<file path="src/rtl/cia_tod_pkg.sv">
// Shared types and digit arithmetic for the CIA time-of-day clock.
// Field layout follows the 6526 TOD register map; unused register bits are not stored.
package cia_tod_pkg;

  typedef struct packed {
    logic       pm;
    logic [4:0] hr;
    logic [6:0] min;
    logic [6:0] sec;
    logic [3:0] tenths;
  } tod_t;

  typedef enum logic [1:0] {
    TOD_TENTHS = 2'd0,
    TOD_SEC    = 2'd1,
    TOD_MIN    = 2'd2,
    TOD_HR     = 2'd3
  } tod_addr_t;

  localparam tod_t TOD_RESET   = '{pm: 1'b0, hr: 5'h01, min: 7'h00, sec: 7'h00, tenths: 4'h0};
  localparam tod_t ALARM_RESET = '{pm: 1'b0, hr: 5'h00, min: 7'h00, sec: 7'h00, tenths: 4'h0};

  // Returns {carry, next}: a digit at its max wraps and carries, anything else is +1 mod 16.
  function automatic logic [4:0] bcd_step(input logic [3:0] d, input logic [3:0] max);
    if (d == max) return {1'b1, 4'h0};
    return {1'b0, d + 4'h1};
  endfunction

  // Seconds/minutes: units digit 0-9 carrying into a 3-bit tens digit 0-5. Returns {carry, next}.
  function automatic logic [7:0] sexa_step(input logic [6:0] v);
    logic [2:0] tens;
    logic       carry;
    tens  = v[6:4];
    carry = 1'b0;
    if (v[3:0] == 4'd9) begin
      if (v[6:4] == 3'd5) begin
        tens  = 3'd0;
        carry = 1'b1;
      end else begin
        tens = v[6:4] + 3'd1;
      end
    end
    return {carry, tens, (v[3:0] == 4'd9) ? 4'h0 : v[3:0] + 4'h1};
  endfunction

  // Hours: 12 -> 01 keeps pm, 11 -> 12 toggles pm, otherwise plain BCD step. Returns {pm, hr}.
  function automatic logic [5:0] hour_step(input logic pm, input logic [4:0] hr);
    if (hr == 5'h12) return {pm, 5'h01};
    if (hr == 5'h11) return {~pm, 5'h12};
    if (hr[3:0] == 4'd9) return {pm, ~hr[4], 4'h0};
    return {pm, hr[4], hr[3:0] + 4'h1};
  endfunction

endpackage

</file>
<file path="src/rtl/cia_tod_prescaler.sv">
// TOD pin edge detector and 5/6 divider producing one tick per tenth of a second.
// The count is held at zero whenever the clock is halted or explicitly cleared.
module cia_tod_prescaler (
  input  logic clk,
  input  logic rst,
  input  logic tod_in,
  input  logic run,
  input  logic clear,
  input  logic sel_50hz,
  output logic tick
);

  logic       tod_prev;
  logic [2:0] count;
  logic       rise;
  logic       at_limit;

  assign rise     = tod_in & ~tod_prev & run;
  assign at_limit = (count == (sel_50hz ? 3'd4 : 3'd5));
  assign tick     = rise & at_limit;

  always_ff @(posedge clk) begin
    if (rst) begin
      tod_prev <= 1'b0;
      count    <= 3'd0;
    end else begin
      tod_prev <= tod_in;
      if (clear || !run) begin
        count <= 3'd0;
      end else if (rise) begin
        count <= at_limit ? 3'd0 : count + 3'd1;
      end
    end
  end

endmodule

</file>
<file path="src/rtl/cia_tod_clock.sv">
// CIA time-of-day clock: BCD cascade, register writes, read latch and alarm pulse.
// Build option CIA_TOD_PM_FLIP_EN: hours write of 12 inverts the written pm bit (6526 quirk).
module cia_tod_clock
  import cia_tod_pkg::*;
(
  input  logic       clk,
  input  logic       rst,
  input  logic       tod_in,
  input  logic       sel_50hz,
  input  logic       alarm_sel,
  input  logic       we,
  input  logic       re,
  input  logic [1:0] addr,
  input  logic [7:0] wdata,
  output logic [7:0] rdata,
  output logic       alarm_irq
);

  tod_t      tod, tod_next;
  tod_t      alarm, alarm_next;
  tod_t      latch, view;
  logic      running;
  logic      latched;
  logic      changed;
  logic      tick;
  logic      wr_tod;
  logic      wr_alarm;
  tod_addr_t reg_sel;
  logic [4:0] t_step;
  logic [7:0] s_step;
  logic [7:0] m_step;
  logic [5:0] h_step;

  assign reg_sel  = tod_addr_t'(addr);
  assign wr_tod   = we & ~alarm_sel;
  assign wr_alarm = we & alarm_sel;

  cia_tod_prescaler u_prescaler (
    .clk      (clk),
    .rst      (rst),
    .tod_in   (tod_in),
    .run      (running),
    .clear    (wr_tod && (reg_sel == TOD_TENTHS)),
    .sel_50hz (sel_50hz),
    .tick     (tick)
  );

  // Cascade from current values, then let a same-cycle write override its own field.
  always_comb begin
    tod_next = tod;
    t_step   = bcd_step(tod.tenths, 4'd9);
    s_step   = sexa_step(tod.sec);
    m_step   = sexa_step(tod.min);
    h_step   = hour_step(tod.pm, tod.hr);
    if (tick) begin
      tod_next.tenths = t_step[3:0];
      if (t_step[4]) begin
        tod_next.sec = s_step[6:0];
        if (s_step[7]) begin
          tod_next.min = m_step[6:0];
          if (m_step[7]) begin
            tod_next.pm = h_step[5];
            tod_next.hr = h_step[4:0];
          end
        end
      end
    end
    if (wr_tod) begin
      case (reg_sel)
        TOD_TENTHS: tod_next.tenths = wdata[3:0];
        TOD_SEC:    tod_next.sec    = wdata[6:0];
        TOD_MIN:    tod_next.min    = wdata[6:0];
        TOD_HR: begin
          tod_next.hr = wdata[4:0];
          tod_next.pm = wdata[7];
`ifdef CIA_TOD_PM_FLIP_EN
          if (wdata[4:0] == 5'h12) tod_next.pm = ~wdata[7];
`endif
        end
      endcase
    end
  end

  always_comb begin
    alarm_next = alarm;
    if (wr_alarm) begin
      case (reg_sel)
        TOD_TENTHS: alarm_next.tenths = wdata[3:0];
        TOD_SEC:    alarm_next.sec    = wdata[6:0];
        TOD_MIN:    alarm_next.min    = wdata[6:0];
        TOD_HR: begin
          alarm_next.hr = wdata[4:0];
          alarm_next.pm = wdata[7];
        end
      endcase
    end
  end

  always_ff @(posedge clk) begin
    if (rst) begin
      tod       <= TOD_RESET;
      alarm     <= ALARM_RESET;
      latch     <= TOD_RESET;
      running   <= 1'b0;
      latched   <= 1'b0;
      changed   <= 1'b0;
      alarm_irq <= 1'b0;
    end else begin
      tod   <= tod_next;
      alarm <= alarm_next;
      if (wr_tod && reg_sel == TOD_HR) begin
        running <= 1'b0;
      end else if (wr_tod && reg_sel == TOD_TENTHS) begin
        running <= 1'b1;
      end
      if (re && reg_sel == TOD_HR && !latched) begin
        latch   <= tod;
        latched <= 1'b1;
      end else if (re && reg_sel == TOD_TENTHS) begin
        latched <= 1'b0;
      end
      // Pulse only on the cycle after a change lands on a match, never while static.
      changed   <= (tod_next != tod) || (alarm_next != alarm);
      alarm_irq <= changed && (tod == alarm);
    end
  end

  assign view = latched ? latch : tod;

  always_comb begin
    rdata = 8'h00;
    case (reg_sel)
      TOD_TENTHS: rdata = {4'h0, view.tenths};
      TOD_SEC:    rdata = {1'b0, view.sec};
      TOD_MIN:    rdata = {1'b0, view.min};
      TOD_HR:     rdata = {view.pm, 2'b00, view.hr};
    endcase
  end

endmodule

</file>
<file path="config.mk">
export PLATFORM = sky130hd
export DESIGN_NAME = cia_tod_clock
export DESIGN_NICKNAME = d
export VERILOG_FILES = /design/src/rtl/cia_tod_pkg.sv /design/src/rtl/cia_tod_prescaler.sv /design/src/rtl/cia_tod_clock.sv
export SDC_FILE = /design/constraint.sdc
export NUM_CORES = 1
export LEC_CHECK = 0
export ABC_AREA = 0
export BUFFER_PORTS_ARGS = -buffer_cell sky130_fd_sc_hd__buf_4
export CORE_MARGIN = 4
export CORE_UTILIZATION = 64
export CTS_BUF_LIST = sky130_fd_sc_hd__clkbuf_2 sky130_fd_sc_hd__clkbuf_4 sky130_fd_sc_hd__clkbuf_8
export DETAILED_ROUTE_END_ITERATION = 8
export MAX_ROUTING_LAYER = met4
export PLACE_DENSITY = 0.85
export SLEW_MARGIN = 20
export SYNTH_ARGS = -nofsm -noshare
export SYNTH_HDL_FRONTEND = slang
export SYNTH_SLANG_ARGS = --single-unit
</file>
<file path="constraint.sdc">
create_clock -name clk -period 2.48 [get_ports clk]
set_input_delay 0.248 -clock clk [delete_from_list [all_inputs] [get_ports clk]]
set_output_delay 0.248 -clock clk [all_outputs]
set_load 0.01 [all_outputs]
</file>
* Word-level counts from Yosys, hierarchy flattened
Index checks and enable logic that the tools add are counted.
Storage, ports and cells: register bits after elaboration 80, latch bits 0, memory bits (writable) 0, ROM bits 0, input bits 17, output and inout bits 9, word-level logic and storage cells 111, memories 0
Operators by class: add/sub/neg operators 7, multiply operators 0, div/mod/pow operators 0, order comparisons 0, eq/ne operators 15, shift operators 0, muxes and demuxes 45, bitwise logic cells 9, reductions and logical operators 14
Operator list (number):
- 24-bit two-way mux | 4
- 6-bit two-way mux | 9
- 24-bit != test | 2
- 8-bit one-hot mux with 4 select lines | 1
- 7-bit two-way mux | 4
- 24-bit == test | 1
- 20-bit two-way mux | 1
- 4-bit by 1-bit adder with 4-bit output (second input constant) | 4
- 4-bit == test (second input constant) | 4
- 4-bit two-way mux | 4
- 3-bit two-way mux | 5
- 1-bit two-way mux | 14
- 13-bit two-way mux | 1
- 5-bit == test (second input constant) | 2
- 5-bit two-way mux | 2
- 3-bit by 1-bit adder with 3-bit output (second input constant) | 3
- 3-bit == test (second input constant) | 2
- 1-bit logical AND | 6
- 1-bit bitwise AND | 5
- 2-bit == test (second input constant) | 2
- 1-bit NOT | 4
- 2-bit OR reduction | 2
- 3-bit == test | 1
- 2-bit by 1-bit == test with 1-bit output (second input constant) | 1
- other kinds (4) | 6

* Logic depth before layout (Yosys ltp)
Gate-level depths: netlist of run 1.
depth after elaboration 16, gate-level depth with buffers 9, depth with buffers taken out 8

* Cells and area by module
From an unflattened synthesis of run 1, not the netlist that was laid out.
Unflattened totals: cell total of the unflattened synthesis 633, area, all modules 5064.9 µm²
By module, submodules not included:
- cia_tod_clock | instances 1, cells an instance 610, area an instance 4850.9 µm², seq. area each 1521.5 µm²
- cia_tod_prescaler | instances 1, cells an instance 23, area an instance 214.0 µm², seq. area each 80.1 µm²

* Worst setup path after synthesis of run 1
Ideal clock, no wire load.
kind reg-to-reg, from register tod[12] (netlist bit), to register tod[22] (netlist bit), setup time 128 ps, data arrival time 2072 ps, required time 2352 ps, slack 280 ps, stages on the path, launching flop included 10, buffers on the path 1, clock period less this slack 2200 ps, cells stage by stage dfxtp_1 clkbuf_1 inv_1 ha_1 nand3b_1 nor4_1 nand2_2 or4_1 o211ai_1 o32ai_1
Between the ends: cells in the longest elaborated chain, start to end 8
RTL lines:
- from (decl) | RTL line cia_tod_clock.sv:19 | tod_t tod, tod_next;
- from (signal assigned) | RTL line cia_tod_clock.sv:109 | tod <= tod_next;
- 4-bit == test * | RTL line cia_tod_pkg.sv:35 | if (v[3:0] == 4'd9) begin
- 1-bit two-way mux * | RTL line cia_tod_pkg.sv:35
- 6-bit two-way mux * | RTL line cia_tod_clock.sv:61 | if (m_step[7]) begin
- 13-bit two-way mux * | RTL line cia_tod_clock.sv:59 | if (s_step[7]) begin
- 20-bit two-way mux * | RTL line cia_tod_clock.sv:57 | if (t_step[4]) begin
- 24-bit two-way mux * | RTL line cia_tod_clock.sv:55 | if (tick) begin
- 6-bit two-way mux | RTL line cia_tod_clock.sv:69 | case (reg_sel)
- 24-bit two-way mux * | RTL line cia_tod_clock.sv:68 | if (wr_tod) begin
Mark *: on every way between the ends. The rest lies on a longest branch, timed or not. A chain may end at the register's enable or synchronous reset.

* Worst setup path in the final report of run 1
from register tod[14] (netlist bit), to register tod[22] (netlist bit)
Same word-level chain as after synthesis.

==> results of run 1 <==
[flip-flops by register name, indices dropped and copies added (netlist names)]
| register | count |
|---|---|
| alarm | 24 |
| u_prescaler.count | 3 |
| running | 1 |
| tod | 24 |
| changed | 1 |
| latched | 1 |
| u_prescaler.tod_prev | 1 |
| latch | 24 |
| alarm_irq | 1 |
[layout by cell type (no fill, tap or decap), types with 4 or more instances in the layout]
cell / n
dfxtp_1: 80
a21oi_1: 58
nor2b_1: 5
o22ai_1: 6
nand2_1: 116
ha_1: 5
inv_6: 4
a311oi_1: 6
nand4_1: 5
a221oi_1: 4
nand3_1: 10
o21ai_0: 20
nor2_1: 40
mux4_2: 9
a22oi_1: 5
nor4_1: 11
nand3b_1: 6
mux2_2: 5
nor3_1: 12
nand4b_1: 5
nand2b_1: 5
a211oi_1: 17
buf_4: 64
mux2i_1: 13
clkbuf_8: 9
inv_1: 17
xor2_1: 34
xnor2_1: 25
nor3b_1: 5
[power by group]
group	leakage (nW)	internal, W	switching [W]	total [W]
Combinational	1.30	0.000160	0.000235	0.000394
Clock	0.107	0.000485	0.000549	0.00103
Sequential	0.648	0.00131	0.0000326	0.00135
[per-layer routing]
metal / global-route usage [%] / part of all wire, % / vias to the layer above
met5: - / 0 / -
met4: 9.81 / 2.9 / 0
met3: 7.05 / 12 / 63
met2: 55.7 / 46 / 327
met1: 47.8 / 39 / 2356
li1: - / - / 2262
[kinds of logic (layout without fill, tap and decap cells)]
logic type               after synthesis  in the layout
AO/OA/AOI/OAI                        139            139
XOR/XNOR                              59             59
adder cells (fa/ha/maj)                5              5
buffers and inverters                 82             98
flip-flops                            80             80
multiplexers                          27             27
AND/OR/NAND/NOR                      246            246
[worst max-delay path: stages, from the launching register on]
cell and delay (ps):
dfxtp_1 590, nand3b_1 190, nor4_1 480, nand2_2 180, or4_1 530, o211ai_1 110
o32ai_1 90
[synthesized netlist by cell type (6+ instances only)]
library cell,n,area (um^2)
clkbuf_1,51,191
inv_1,17,63.8
a21oi_1,58,290
nor4_1,11,68.8
o22ai_1,6,37.5
o21ai_0,20,100
a311oi_1,6,52.6
nand3b_1,6,45.0
nand3_1,10,50.1
mux4_2,9,203
nand2_1,116,435
xor2_1,34,298
buf_2,10,50.1
nor3_1,12,60.1
mux2i_1,13,130
xnor2_1,25,219
a211oi_1,17,128
nor2_1,40,150
dfxtp_1,80,1600
[layout make-up]
cell class                 count  area, um^2  area share, %
clock buffer                   9         124           2.22
clock inverter                 7        81.3           1.46
inverter                      17        63.8           1.14
multi-input combinational    476        3080           55.2
sequential                    80        1600           28.7
tap                           99         124           2.22
timing repair buffer          65         500           8.98
[path summary, 6_finish.rpt]
| kind | start | end | slack (ps) | cells after the start |
|---|---|---|---|---|
| worst max-delay path | tod[14] | tod[22] | 190 | 6 |
| worst min-delay path | tod_in | u_prescaler.tod_prev | 130 | 2 |
| worst max register to register | tod[14] | tod[22] | 190 | 6 |
| worst min register to register | latch[3] | latch[3] | 460 | 2 |
[through the flow]
step	setup WS [ps]	hold WS, ps
after detailed placement	177	446
after global placement	253	438
after floorplan	280	376
final	188	126
after CTS	219	121
after global routing	65.6	117
==> flow_summary.toml, run 1 <==
[timing]
hold_viol_final = 0
slew_violations = 0
fin_crit_sh_pct = 92.4
rsz0062_at_grt = "no"
slew_headroom_pct = 44.8
setup_tns_ps = 0
skew_ps = 11.5
setup_viol = 0
finalCriticalPeriod_ps = 2290
worst_pin_slew_ps = 816
fmax_mhz = 436

[synthesis]
ys_seq_elements = 80
yosys.area_share.simple_pct = 24.6
ys.flop_type = "dfxtp_1"
synthArstFlopShare_pct = 0
syn_area_um2 = 5000
synth_nets = 660
synth_cell_types = 60
synth_compound_area_share_pct = 17.6
synthMuxAreaShare_pct = 7.78
postSynthCellCount = 638
ys_warn_count = 0
synth-edff-count = 0
synth-adder-area-share_pct = 1.25
ys_seq_area_share_pct = 32.0
synth_top_family_by_area = "simple AND/OR/NAND/NOR gates"
synthXorXnorAreaFrac_pct = 10.3
avgSynthCellArea_um2 = 7.84

[clock_tree]
path_clk_slew_ps = 90
clkSinkCount = 80
root_buffer = "clkbuf_8"
cts_setup_buffers = 0
cts_resized = 0
cts_inserted_buffers = 9
cts_tree = "done"
ctsHoldBuffers = 0
clk_path_buf_depth = 2
clkLatencyLatePin_ps = 370
htreeDepth = 3

[setup_path]
path_class = "reg2reg"
endpoint_kind = "flip-flop"
path_max_fanout = 10
required_ps = 2720
critPathLaunchType = "flip-flop"
critPathArrivalTime_ps = 2530

[floorplanning]
chipHeight_um = 96.4
io_pins = 26
coreArea_um2 = 7410
num_rows = 31
die_w_um = 96.4
start_util_pct = 67.5
design.die.area_um2 = 9290

[flow_run]
cap_violations = 0

[power_and_ir_drop]
leakage_nw = 2.05
total_power_w = 0.00277
vdd_drop_max_mv = 0.392
p_per_area_nw_per_um2 = 498

[route]
vias_per_cell = 6.65
num_vias = 5008
ant_nets = 0
routed_wl_mm = 15.4
drc = 0
post_drt_wl_per_cell_um = 20.4
drt-initial-drc-count = 590
first_pass_iters = 6

[finish]
final_util_pct = 75.2
drive_above_1_share_pct = 15.6
fill_cells = 604
final_nets = 671
final_area_um2 = 5570
layout.cells.non_filler = 753
antenna_cells = 0
syn_to_final_growth_pct = 11.5

[global_routing]
antenna_found_initial = 0
grt_first_pass_wirelength_mm = 24.5
grtUsageTotal_pct = 35.8
grt_max_degree = 41
overflow = 0
grt_pass1_vias = 4643

[placement]
placed_cells = 737
dp_hpwl_mm = 11.1
port_buffers = 25
gp_congestion = 0.961
dpl_cell_area_um2 = 5370

[min_path]
hold_path_class = "in2reg"

[outcome]
outcome = "finished, final reports clean"
Power figures use the tool's default switching activity.
==> inputs of run 2 (changes only) <==
--- a/config.mk
+++ b/config.mk
@@ -5,7 +5,7 @@
 export SDC_FILE = /design/constraint.sdc
 export NUM_CORES = 1
 export LEC_CHECK = 0
-export ABC_AREA = 0
+export ABC_AREA = 1
 export BUFFER_PORTS_ARGS = -buffer_cell sky130_fd_sc_hd__buf_4
 export CORE_MARGIN = 4
 export CORE_UTILIZATION = 64
==> run 2 against run 1 <==
Clock skew down 2.1 ps. Non-clock buffer count is 25 lower. Sequential share of layout area fell by 1.4 points. Sequential power is essentially flat. Critical path depth grew 10. Worst hold slack worse by 13 ps. Utilization is 3.7 points lower. Count of clock-buffer cells in the layout up 1. First-iteration DRC count rose by 2.5%. Combinational power is 11% higher. Flip-flop and latch count stayed put. Largest cell class unchanged. Largest power group unchanged.
==> flow_summary.toml, run 2 <==
[outcome]
outcome = "finished, final reports clean"

[finish]
final_area_um2 = 5880
fill_cells = 736
drive_above_1_share_pct = 12.7
seq_area_um2 = 1610
layout.cells.non_filler = 982
final_nets = 894
final_common_cell = "nand2_1"
antenna_cells = 0
reg_top3 = "alarm x24, latch x24, tod x24"
most-common-layout-cells = "nand2_1, nor2_1, inv_1"
syn_to_final_growth_pct = 8.37
multiInputGateArea_um2 = 3260

[clock_tree]
path_clk_slew_ps = 90
cts_inserted_buffers = 9
clkLatencyLatePin_ps = 360
cts_tree = "done"
htreeDepth = 3
root_buffer = "clkbuf_8"
clk_path_buf_depth = 2
clkSinkCount = 80

[global_routing]
overflow = 0
grt_first_pass_wirelength_mm = 26.8
grt_pass1_vias = 5576
grt_max_degree = 58
antenna_found_initial = 0
grtUsageTotal_pct = 34.7

[timing]
rsz0062_at_grt = "no"
slew_headroom_pct = 45.9
worst_pin_slew_ps = 810
fmax_mhz = 454
setup_tns_ps = 0
skew_ps = 9.35
hold_ws_ps = 113
setup_viol = 0
finalCriticalPeriod_ps = 2200
hold_viol_final = 0
slew_violations = 0
fin_crit_sh_pct = 88.9
finalWorstSetupSlack_ps = 276

[floorplanning]
io_pins = 26
start_util_pct = 66.0
die_w_um = 100
design.die.area_um2 = 10000
num_rows = 33
coreArea_um2 = 8220
chipHeight_um = 100

[synthesis]
ys_seq_elements = 80
yosysMostFrequentCell = "nand2_1"
synth-edff-count = 0
synth_commonest_cells = "nand2_1, nor2_1, inv_1, nand3_1"
ys.flop_type = "dfxtp_1"
synth_cell_types = 41
synth_area_leaders = "dfxtp_1, nand2_1, nand3_1, a21oi_1, nor2_1"
synthArstFlopShare_pct = 0
yosysTopAreaCell = "dfxtp_1"
yosys.area.top_type_share_pct = 29.5
ys_seq_area_share_pct = 29.5
syn_area_um2 = 5430
postSynthCellCount = 857
synth_nets = 879
ys_warn_count = 0
avgSynthCellArea_um2 = 6.33

[route]
drc = 0
vias_per_cell = 5.98
first_pass_iters = 6
num_vias = 5874
drt-initial-drc-count = 605
ant_nets = 0
routed_wl_mm = 16.3
post_drt_wl_per_cell_um = 16.6

[setup_path]
path_cells = "ha_1, nand2_1, nor2_2, nand2_1, nor2_4, nand3_4, nor2_1, nor2_1, nand2_1, nand2_1, nand2_1, nand2_1, nor2_1, nand3_1, nor2_1, a21oi_2"
slowest_delay_ps = 410
crit_top_cell = "nand2_1"
path_class = "reg2reg"
critPathLaunchType = "flip-flop"
required_ps = 2710
path_max_fanout = 9
critical_path.slowest_cell = "dfxtp_4"
endpoint_kind = "flip-flop"
critPathArrivalTime_ps = 2430

[flow_run]
cap_violations = 0

[power_and_ir_drop]
p_per_area_nw_per_um2 = 482
leakage_nw = 2.61
vdd_drop_max_mv = 0.287

[placement]
placed_cells = 966
port_buffers = 25
dp_hpwl_mm = 12.1
gp_congestion = 0.995
dpl_cell_area_um2 = 5670
pre_cts_slack_ps = 170

[min_path]
hold_path_class = "in2reg"
[run 2: path summary, 6_finish.rpt]
check,slack (ps),endpoint,startpoint,depth (start not counted)
setup / recovery,280,changed,tod[4],16
hold / removal,110,u_prescaler.tod_prev,tod_in,3
setup reg to reg,280,changed,tod[4],16
hold reg to reg,450,latch[20],latch[20],2
[run 2: where the power goes]
part	internal (W)	total [W]	switching (W)
Sequential	0.00133	0.00136	0.0000384
Combinational	0.000145	0.000436	0.000291
Clock	0.000497	0.00103	0.000535
Total	0.00197	0.00283	0.000864
[run 2: metal layers]
metal	global-route usage [%]	routed length (um)	part of all wire [%]
met2	51.5	7180	44
met3	5.49	1470	9.0
met4	21.6	818	5.0
met1	44.1	6830	42
met5	-	0	0
[run 2: repair_timing]
| action | in CTS | in global routing |
|---|---|---|
| buffers inserted | 0 | 0 |
| resized for setup | 0 | 2 |
| setup endpoints to repair | 0 | 1 |
| hold buffers | 0 | 0 |
[run 2: worst max-delay path: cells and delay by family (launching register included)]
family	cells	cell delay [ps]
compound gates	1	60
simple gates	14	1360
flops	1	410
fa+ha+maj	1	220
[run 2: layout make-up]
cell class	count	area share [%]
Timing Repair Buffer	40	5.11
Inverter	99	6.36
Tap cell	105	2.23
Sequential cell	80	27.3
Clock buffer	10	2.34
Clock inverter	6	1.15
Multi-Input combinational cell	642	55.5
[run 2: kinds of logic (layout without fill, tap and decap cells)]
kind of cell	after synthesis	count (layout)	share of synthesized area [%]
AO/OA/AOI/OAI	189	189	19.1
flip-flops	80	80	29.5
adder cells (fa/ha/maj)	5	5	1.15
buffers and inverters	135	155	10.3
XOR/XNOR	9	9	1.45
AND/OR/NAND/NOR	439	439	38.5
[run 2: through the flow]
step                      util (%)  total power [W]
after global placement        69.0          0.00180
after detailed placement      69.0          0.00182
after CTS                     71.5          0.00282
after global routing          71.6          0.00293
after floorplan                  -          0.00168
final                         71.6          0.00283
